<file path="src/rtl/lu_pkg.sv">
// -----------------------------------------------------------------------------
// lu_pkg
// Shared constants for the local-update / beacon path blocks.
//   DATA_W      : width of one stream word (2-bit header + 132-bit payload)
//   HDR_*       : header codes carried in word bits [DATA_W-1:DATA_W-2]
//   arb_state_t : packet arbiter state encoding
//   force_eop   : rewrites a word's header to end-of-packet
// -----------------------------------------------------------------------------
package lu_pkg;

  localparam int DATA_W = 134;

  localparam logic [1:0] HDR_SOP = 2'b01;
  localparam logic [1:0] HDR_EOP = 2'b10;
  localparam logic [1:0] HDR_MID = 2'b11;

  typedef enum logic [1:0] {
    IDLE_S  = 2'd0,
    TRAN_S  = 2'd1,
    DRAIN_S = 2'd2
  } arb_state_t;

  function automatic logic [DATA_W-1:0] force_eop(input logic [DATA_W-1:0] i_word);
    force_eop = {HDR_EOP, i_word[DATA_W-3:0]};
  endfunction

endpackage

</file>
<file path="src/rtl/lu_arb.sv">
// -----------------------------------------------------------------------------
// lu_arb
// Packet-granular round-robin merge of two FWFT packet FIFOs into one stream.
// Port 0 is the local beacon report source, port 1 the network ingress source.
// Whole packets are popped from the granted source and forwarded one clock
// after each pop; packets longer than MAX_PKT_WORDS are cut short, marked
// for drop and the remainder is drained from the source without output.
//
// Ports
//   clk, rst_n                 clock, asynchronous active-low reset
//   in_arb_pkt_rdy0/1          source holds at least one complete packet
//   in_arb_empty0/1            source FIFO empty
//   in_arb_data0/1   [133:0]   source head word (FWFT)
//   out_arb_rd0/1              pop strobe to source (combinational)
//   out_arb_data     [133:0]   merged stream word (registered)
//   out_arb_data_wr            out_arb_data valid this cycle
//   out_arb_data_valid         1 = keep packet, 0 = drop
//   out_arb_data_valid_wr      strobe for out_arb_data_valid
//   out_arb_busy               packet transfer or drain in progress
//   out_arb_err                one-cycle pulse on forced termination
// -----------------------------------------------------------------------------
module lu_arb
  import lu_pkg::*;
#(
  parameter logic [7:0] MAX_PKT_WORDS = 8'd128,
  parameter logic [7:0] LMID          = 8'd12
) (
  input  logic              clk,
  input  logic              rst_n,
  input  logic              in_arb_pkt_rdy0,
  input  logic              in_arb_empty0,
  input  logic [DATA_W-1:0] in_arb_data0,
  output logic              out_arb_rd0,
  input  logic              in_arb_pkt_rdy1,
  input  logic              in_arb_empty1,
  input  logic [DATA_W-1:0] in_arb_data1,
  output logic              out_arb_rd1,
  output logic [DATA_W-1:0] out_arb_data,
  output logic              out_arb_data_wr,
  output logic              out_arb_data_valid,
  output logic              out_arb_data_valid_wr,
  output logic              out_arb_busy,
  output logic              out_arb_err
);

  if (MAX_PKT_WORDS < 8'd2) begin : g_bad_max
    $error("lu_arb (module id %0d): MAX_PKT_WORDS must be in 2..255", LMID);
  end

  arb_state_t        r_state;
  arb_state_t        w_state_nxt;
  logic              r_grant;
  logic              w_grant_nxt;
  logic              r_last_grant;
  logic              w_last_grant_nxt;
  logic [7:0]        r_word_cnt;
  logic [7:0]        w_word_cnt_nxt;
  logic [7:0]        w_cnt_inc;

  logic              w_src_empty;
  logic [DATA_W-1:0] w_head;
  logic              w_head_eop;
  logic              w_pop;

  logic [DATA_W-1:0] w_data_nxt;
  logic              w_wr_nxt;
  logic              w_valid_nxt;
  logic              w_valid_wr_nxt;
  logic              w_err_nxt;

  logic [DATA_W-1:0] r_data_p1;
  logic              r_wr_p1;
  logic              r_valid_p1;
  logic              r_valid_wr_p1;
  logic              r_err_p1;

  // Granted source view; the pop is only ever issued to the latched grant.
  assign w_src_empty = r_grant ? in_arb_empty1 : in_arb_empty0;
  assign w_head      = r_grant ? in_arb_data1  : in_arb_data0;
  assign w_head_eop  = (w_head[DATA_W-1:DATA_W-2] == HDR_EOP);
  assign w_pop       = (r_state != IDLE_S) && !w_src_empty;
  assign w_cnt_inc   = r_word_cnt + 8'd1;

  // ---- state register ----
  always_ff @(posedge clk or negedge rst_n) begin
    if (!rst_n) begin
      r_state      <= IDLE_S;
      r_grant      <= 1'b0;
      r_last_grant <= 1'b1;
      r_word_cnt   <= 8'd0;
    end else begin
      r_state      <= w_state_nxt;
      r_grant      <= w_grant_nxt;
      r_last_grant <= w_last_grant_nxt;
      r_word_cnt   <= w_word_cnt_nxt;
    end
  end

  // ---- next-state logic ----
  always_comb begin
    w_state_nxt      = r_state;
    w_grant_nxt      = r_grant;
    w_last_grant_nxt = r_last_grant;
    w_word_cnt_nxt   = r_word_cnt;
    case (r_state)
      IDLE_S: begin
        if (in_arb_pkt_rdy0 || in_arb_pkt_rdy1) begin
          // On a tie the port that did not win last time goes next;
          // a single requester always wins.
          if (in_arb_pkt_rdy0 && in_arb_pkt_rdy1) begin
            w_grant_nxt = ~r_last_grant;
          end else begin
            w_grant_nxt = in_arb_pkt_rdy1;
          end
          w_last_grant_nxt = w_grant_nxt;
          w_state_nxt      = TRAN_S;
        end
      end
      TRAN_S: begin
        if (w_pop) begin
          if (w_head_eop) begin
            w_word_cnt_nxt = 8'd0;
            w_state_nxt    = IDLE_S;
          end else if (w_cnt_inc == MAX_PKT_WORDS) begin
            w_word_cnt_nxt = 8'd0;
            w_state_nxt    = DRAIN_S;
          end else begin
            w_word_cnt_nxt = w_cnt_inc;
          end
        end
      end
      DRAIN_S: begin
        if (w_pop && w_head_eop) begin
          w_state_nxt = IDLE_S;
        end
      end
      default: begin
        w_state_nxt    = IDLE_S;
        w_word_cnt_nxt = 8'd0;
      end
    endcase
  end

  // ---- output decode: pop strobes and next output word ----
  always_comb begin
    out_arb_rd0    = w_pop && !r_grant;
    out_arb_rd1    = w_pop &&  r_grant;
    w_data_nxt     = '0;
    w_wr_nxt       = 1'b0;
    w_valid_nxt    = 1'b0;
    w_valid_wr_nxt = 1'b0;
    w_err_nxt      = 1'b0;
    if ((r_state == TRAN_S) && w_pop) begin
      w_wr_nxt   = 1'b1;
      w_data_nxt = w_head;
      if (w_head_eop) begin
        w_valid_nxt    = 1'b1;
        w_valid_wr_nxt = 1'b1;
      end else if (w_cnt_inc == MAX_PKT_WORDS) begin
        // Truncated packet: close it with an EOP header and mark it for drop.
        w_data_nxt     = force_eop(w_head);
        w_valid_wr_nxt = 1'b1;
        w_err_nxt      = 1'b1;
      end
    end
  end

  // ---- output register: one clock from pop to stream ----
  always_ff @(posedge clk or negedge rst_n) begin
    if (!rst_n) begin
      r_data_p1     <= '0;
      r_wr_p1       <= 1'b0;
      r_valid_p1    <= 1'b0;
      r_valid_wr_p1 <= 1'b0;
      r_err_p1      <= 1'b0;
    end else begin
      r_data_p1     <= w_data_nxt;
      r_wr_p1       <= w_wr_nxt;
      r_valid_p1    <= w_valid_nxt;
      r_valid_wr_p1 <= w_valid_wr_nxt;
      r_err_p1      <= w_err_nxt;
    end
  end

  assign out_arb_data          = r_data_p1;
  assign out_arb_data_wr       = r_wr_p1;
  assign out_arb_data_valid    = r_valid_p1;
  assign out_arb_data_valid_wr = r_valid_wr_p1;
  assign out_arb_err           = r_err_p1;
  assign out_arb_busy          = (r_state != IDLE_S);

endmodule

</file>
<file path="config.mk">
export PLATFORM = sky130hd
export DESIGN_NAME = lu_arb
export DESIGN_NICKNAME = d
export VERILOG_FILES = /design/src/rtl/lu_pkg.sv /design/src/rtl/lu_arb.sv
export SDC_FILE = /design/constraint.sdc
export NUM_CORES = 1
export LEC_CHECK = 0
export CORE_AREA = 2 2 159 161
export DETAILED_ROUTE_END_ITERATION = 12
export DIE_AREA = 0 0 161 163
export PLACE_DENSITY = 0.71
export SLEW_MARGIN = 15
export SYNTH_ARGS = -nofsm -noshare
export SYNTH_HDL_FRONTEND = slang
export SYNTH_SLANG_ARGS = --single-unit
export TNS_END_PERCENT = 30
</file>
<file path="constraint.sdc">
create_clock -name clk -period 1.72 [get_ports clk]
set_clock_uncertainty 0.15 [all_clocks]
set_input_delay 0.258 -clock clk [delete_from_list [all_inputs] [get_ports clk]]
set_output_delay 0.258 -clock clk [all_outputs]
set_load 0.01 [all_outputs]
</file>
==> results of run 1 <==
-- logic make-up (layout without fill, tap and decap cells) --
| family | count (synthesis) | count (layout) |
|---|---|---|
| muxes | 136 | 136 |
| buffers and inverters | 39 | 502 |
| adders and majority gates | 1 | 1 |
| DFF | 150 | 150 |
| and+or+nand+nor | 168 | 168 |
| xor gates and xnor gates | 1 | 1 |
| AOI/OAI and AO/OA | 31 | 31 |
-- stage by stage --
stage / setup slack (ns) / instance area (um^2)
detailed placement: -0.1704 / 11110
finish: -0.02497 / 11980
global route: -0.07938 / 11980
global placement: -0.2004 / 11110
CTS: -0.05778 / 11700
floorplan: 0.005449 / 6316
-- layer usage --
layer | wire length (um) | part of all wire (%) | up-vias | track usage [%]
met5 | 0 | 0 | - | 0
met4 | 314 | 1.3 | 0 | 4.748
met2 | 12890 | 54 | 198 | 31.62
li1 | - | - | 2681 | -
met3 | 1508 | 6.3 | 17 | 4.584
met1 | 9205 | 38 | 2816 | 20.78
-- cell usage after synthesis --
cell type,n
nand3_2,1
o311ai_0,1
dfstp_2,1
buf_6,6
a2bb2oi_1,1
mux2i_1,134
nor4_1,1
nand2_1,12
o21ba_4,1
a21oi_1,5
ha_1,1
nor4_4,1
mux2i_4,1
or2_2,1
o21ai_0,5
a32o_1,2
mux2_2,1
a311o_1,1
buf_4,1
nand2_2,1
o22ai_1,2
buf_2,25
nand4_1,2
xor2_1,1
nor2_1,138
nor3_1,3
a31o_1,1
inv_1,6
o21bai_4,1
a32oi_2,1
o2111ai_1,1
nor2b_1,2
dfrtp_1,149
o211a_1,1
nor3b_1,1
a31oi_1,4
nand3_1,2
o21a_1,1
o31ai_2,1
o21ai_1,2
nand2b_1,2
inv_2,1
or3_1,1
-- power groups by stage --
| stage | Sequential, mW | Clock, mW | Combinational (mW) |
|---|---|---|---|
| 6_report | 5.20 | 3.81 | 8.07 |
| 5_1_grt | 5.34 | 4.08 | 8.59 |
| 4_1_cts | 5.22 | 3.92 | 8.02 |
| 3_5_place_dp | 5.34 | 0 | 8.16 |
| 3_3_place_gp | 5.29 | 0 | 8.09 |
| 2_1_floorplan | 5.89 | 0 | 3.09 |
-- cell type report --
type	count	area [um^2]
clock inverters	14	165.2
multi-input cells	337	2432
repair buffers	463	4750
well taps	330	412.9
clock buffers	18	429.2
flip-flops and latches	150	3760
fillers	2292	12700
inverters	7	28.78
-- worst max path at each step --
stage	end	slack [ns]	cells after the start	from
6_report	out_arb_data[47]$_DFF_PN0_	-0.02	5	r_grant$_DFFE_PN0P_
5_1_grt	r_word_cnt[4]$_DFFE_PN0P_	-0.08	7	r_grant$_DFFE_PN0P_
4_1_cts	out_arb_rd1	-0.06	4	r_state[0]$_DFFE_PN0P_
3_5_place_dp	r_word_cnt[0]$_DFFE_PN0P_	-0.17	7	in_arb_empty1
3_3_place_gp	out_arb_rd0	-0.20	3	in_arb_empty0
2_1_floorplan	r_word_cnt[6]$_DFFE_PN0P_	0.005	5	r_word_cnt[0]$_DFFE_PN0P_
-- worst max-delay path: cells and delay by family (launching register included) --
kind / cells / cell delay [ns]
flops: 1 / 0.45
simple gates: 1 / 0.07
mux: 1 / 0.28
buf+inv: 3 / 0.65
-- flip-flops by register name, indices dropped and copies added, names as in the netlist --
name / flops
out_arb_err: 1
out_arb_data_valid: 1
r_word_cnt: 8
out_arb_data: 134
r_last_grant: 1
out_arb_data_valid_wr: 1
r_grant: 1
out_arb_data_wr: 1
r_state: 2
-- timing repair --
item	CTS	global route
setup endpoints to repair	83	158
endpoints found under the hold margin	58	0
hold buffers	1	0
setup buffers	1	3
gates cloned	1	1
gates resized for setup	83	95
pin swaps	0	4
==> results.toml, run 1 <==
[min_path]
hp-class = "in2async"

[route]
post_drt_wl_per_cell_um = 18.13
drt_iter0_markers = 223
drc_errors = 0
antenna_left = 0
drtPass1Iterations = 4
vias = 5712
finalWirelength_mm = 23.92
viasPerCell = 4.331

[timing]
tns_ns = -0.3699
finalCriticalPeriod_ns = 1.745
tightest_slew_ns = 0.4765
setup_viol = 34
hold_slack_ns = 0.2079
slew-limit-headroom_pct = 68.24
max_freq_ghz = 0.5731
finalCritPeriodShare_pct = 101.5
hold_viol = 0
setup_slack_ns = -0.02497
rsz0062_at_grt = "yes"
finalMaxSlewViolations = 0

[run]
cap_violations = 0

[placement]
placed_cells = 1281
portBuffers = 414
dpl.hpwl_mm = 18.38
gp_congestion = 0.8297

[critical_path]
cpPeakStageDelay_ns = 0.45
worstSetupEndpointType = "flop"
slowest_stage = "dfrtp_4"
path_class = "reg2reg"
crit_chain = "buf_12 > buf_4 > buf_12 > mux2i_2 > nor2_1"
rr_worst_depth = 5
r2r_start = "r_grant$_DFFE_PN0P_"
critical_path_peak_fanout = 26
required_ns = 1.87
cp_common_cell = "buf_12"
r2r-end = "out_arb_data[47]$_DFF_PN0_"
critPathLaunchType = "flop"
worstPathArrival_ns = 1.89
ff2ff_setup_slack_ns = -0.02

[pwr]
swShare_pct = 34.91
finalPower_mw = 17.09
leakage_nw = 6.392
p_per_area_nw_per_um2 = 1426
ir_drop_mv = 0.6867
comb_power_share_pct = 47.3
pwr-share-seq_pct = 30.5
pwr-share-clk_pct = 22.3
switching_power_mw = 5.964
internal_power_mw = 11.12

[synth]
ys_types = 43
syn-num-nets = 801
synth-xor-area-share_pct = 0.1388
synthSimpleGateAreaFrac_pct = 10.92
synth_top_area_share_pct = 59.08
syn_avg_cell_area_um2 = 12.00
synthTopCellsByArea = "dfrtp_1 (59%), mux2i_1 (21%), nor2_1 (8.2%), buf_2 (2.0%), buf_6 (1.1%)"
syn_inst = 526
ys_seq_area_share_pct = 59.50
synth_top_family_by_area = "multiplexers"
synth_compound_area_share_pct = 3.866
yosysTopAreaCell = "dfrtp_1"
synth_adder_area_share_pct = 0.1983
syn_area_um2 = 6311
yosys_warnings = 0
synthMuxAreaShare_pct = 21.79
ys_seq_elements = 150

[floorplan]
die_y_um = 163
initial_core_util_pct = 25.58
core_um2 = 24670
die_width_um = 161
placementRows = 58
die-area_um2 = 26240
io_pins = 415

[layout]
diodes = 0
syn_to_final_growth_pct = 89.79
layout_commonest_cell = "clkdlybuf4s50_1"
post-route-util_pct = 48.54
mostFrequentLayoutCells = "clkdlybuf4s50_1 (284), dfrtp_1 (147), mux2i_1 (132)"
drive_gt1_share_pct = 12.64
finalNonFillerCells = 1319
nNetsFinal = 1251

[outcome]
status = "finished with violations"
violations = "setup timing"

[global_routing]
grt_pass1_vias = 5928
overflow = 0
antenna_found_initial = 1
grt_use_total_pct = 17.57
grt_max_degree = 46
grt_pass1_wl_mm = 34.80

[clock_tree]
cts_inserted_buffers = 17
cts.clk_slew.worst_paths_ns = 0.07
cts_max_path_buffers = 2
htreeDepth = 4
cts_sinks = 150
cts_tree = "yes"
clk_latency_ns = 0.41
cts-root-buf = "clkbuf_16"
No activity file was read; power rests on OpenSTA's default activity.
==> run 2, diff against run 1 <==
--- a/config.mk
+++ b/config.mk
@@ -5,6 +5,7 @@
 export SDC_FILE = /design/constraint.sdc
 export NUM_CORES = 1
 export LEC_CHECK = 0
+export ABC_AREA = 0
 export CORE_AREA = 2 2 159 161
 export DETAILED_ROUTE_END_ITERATION = 12
 export DIE_AREA = 0 0 161 163
==> results of run 2 <==
Final layout, timing and power as in run 1 (identical DEF).
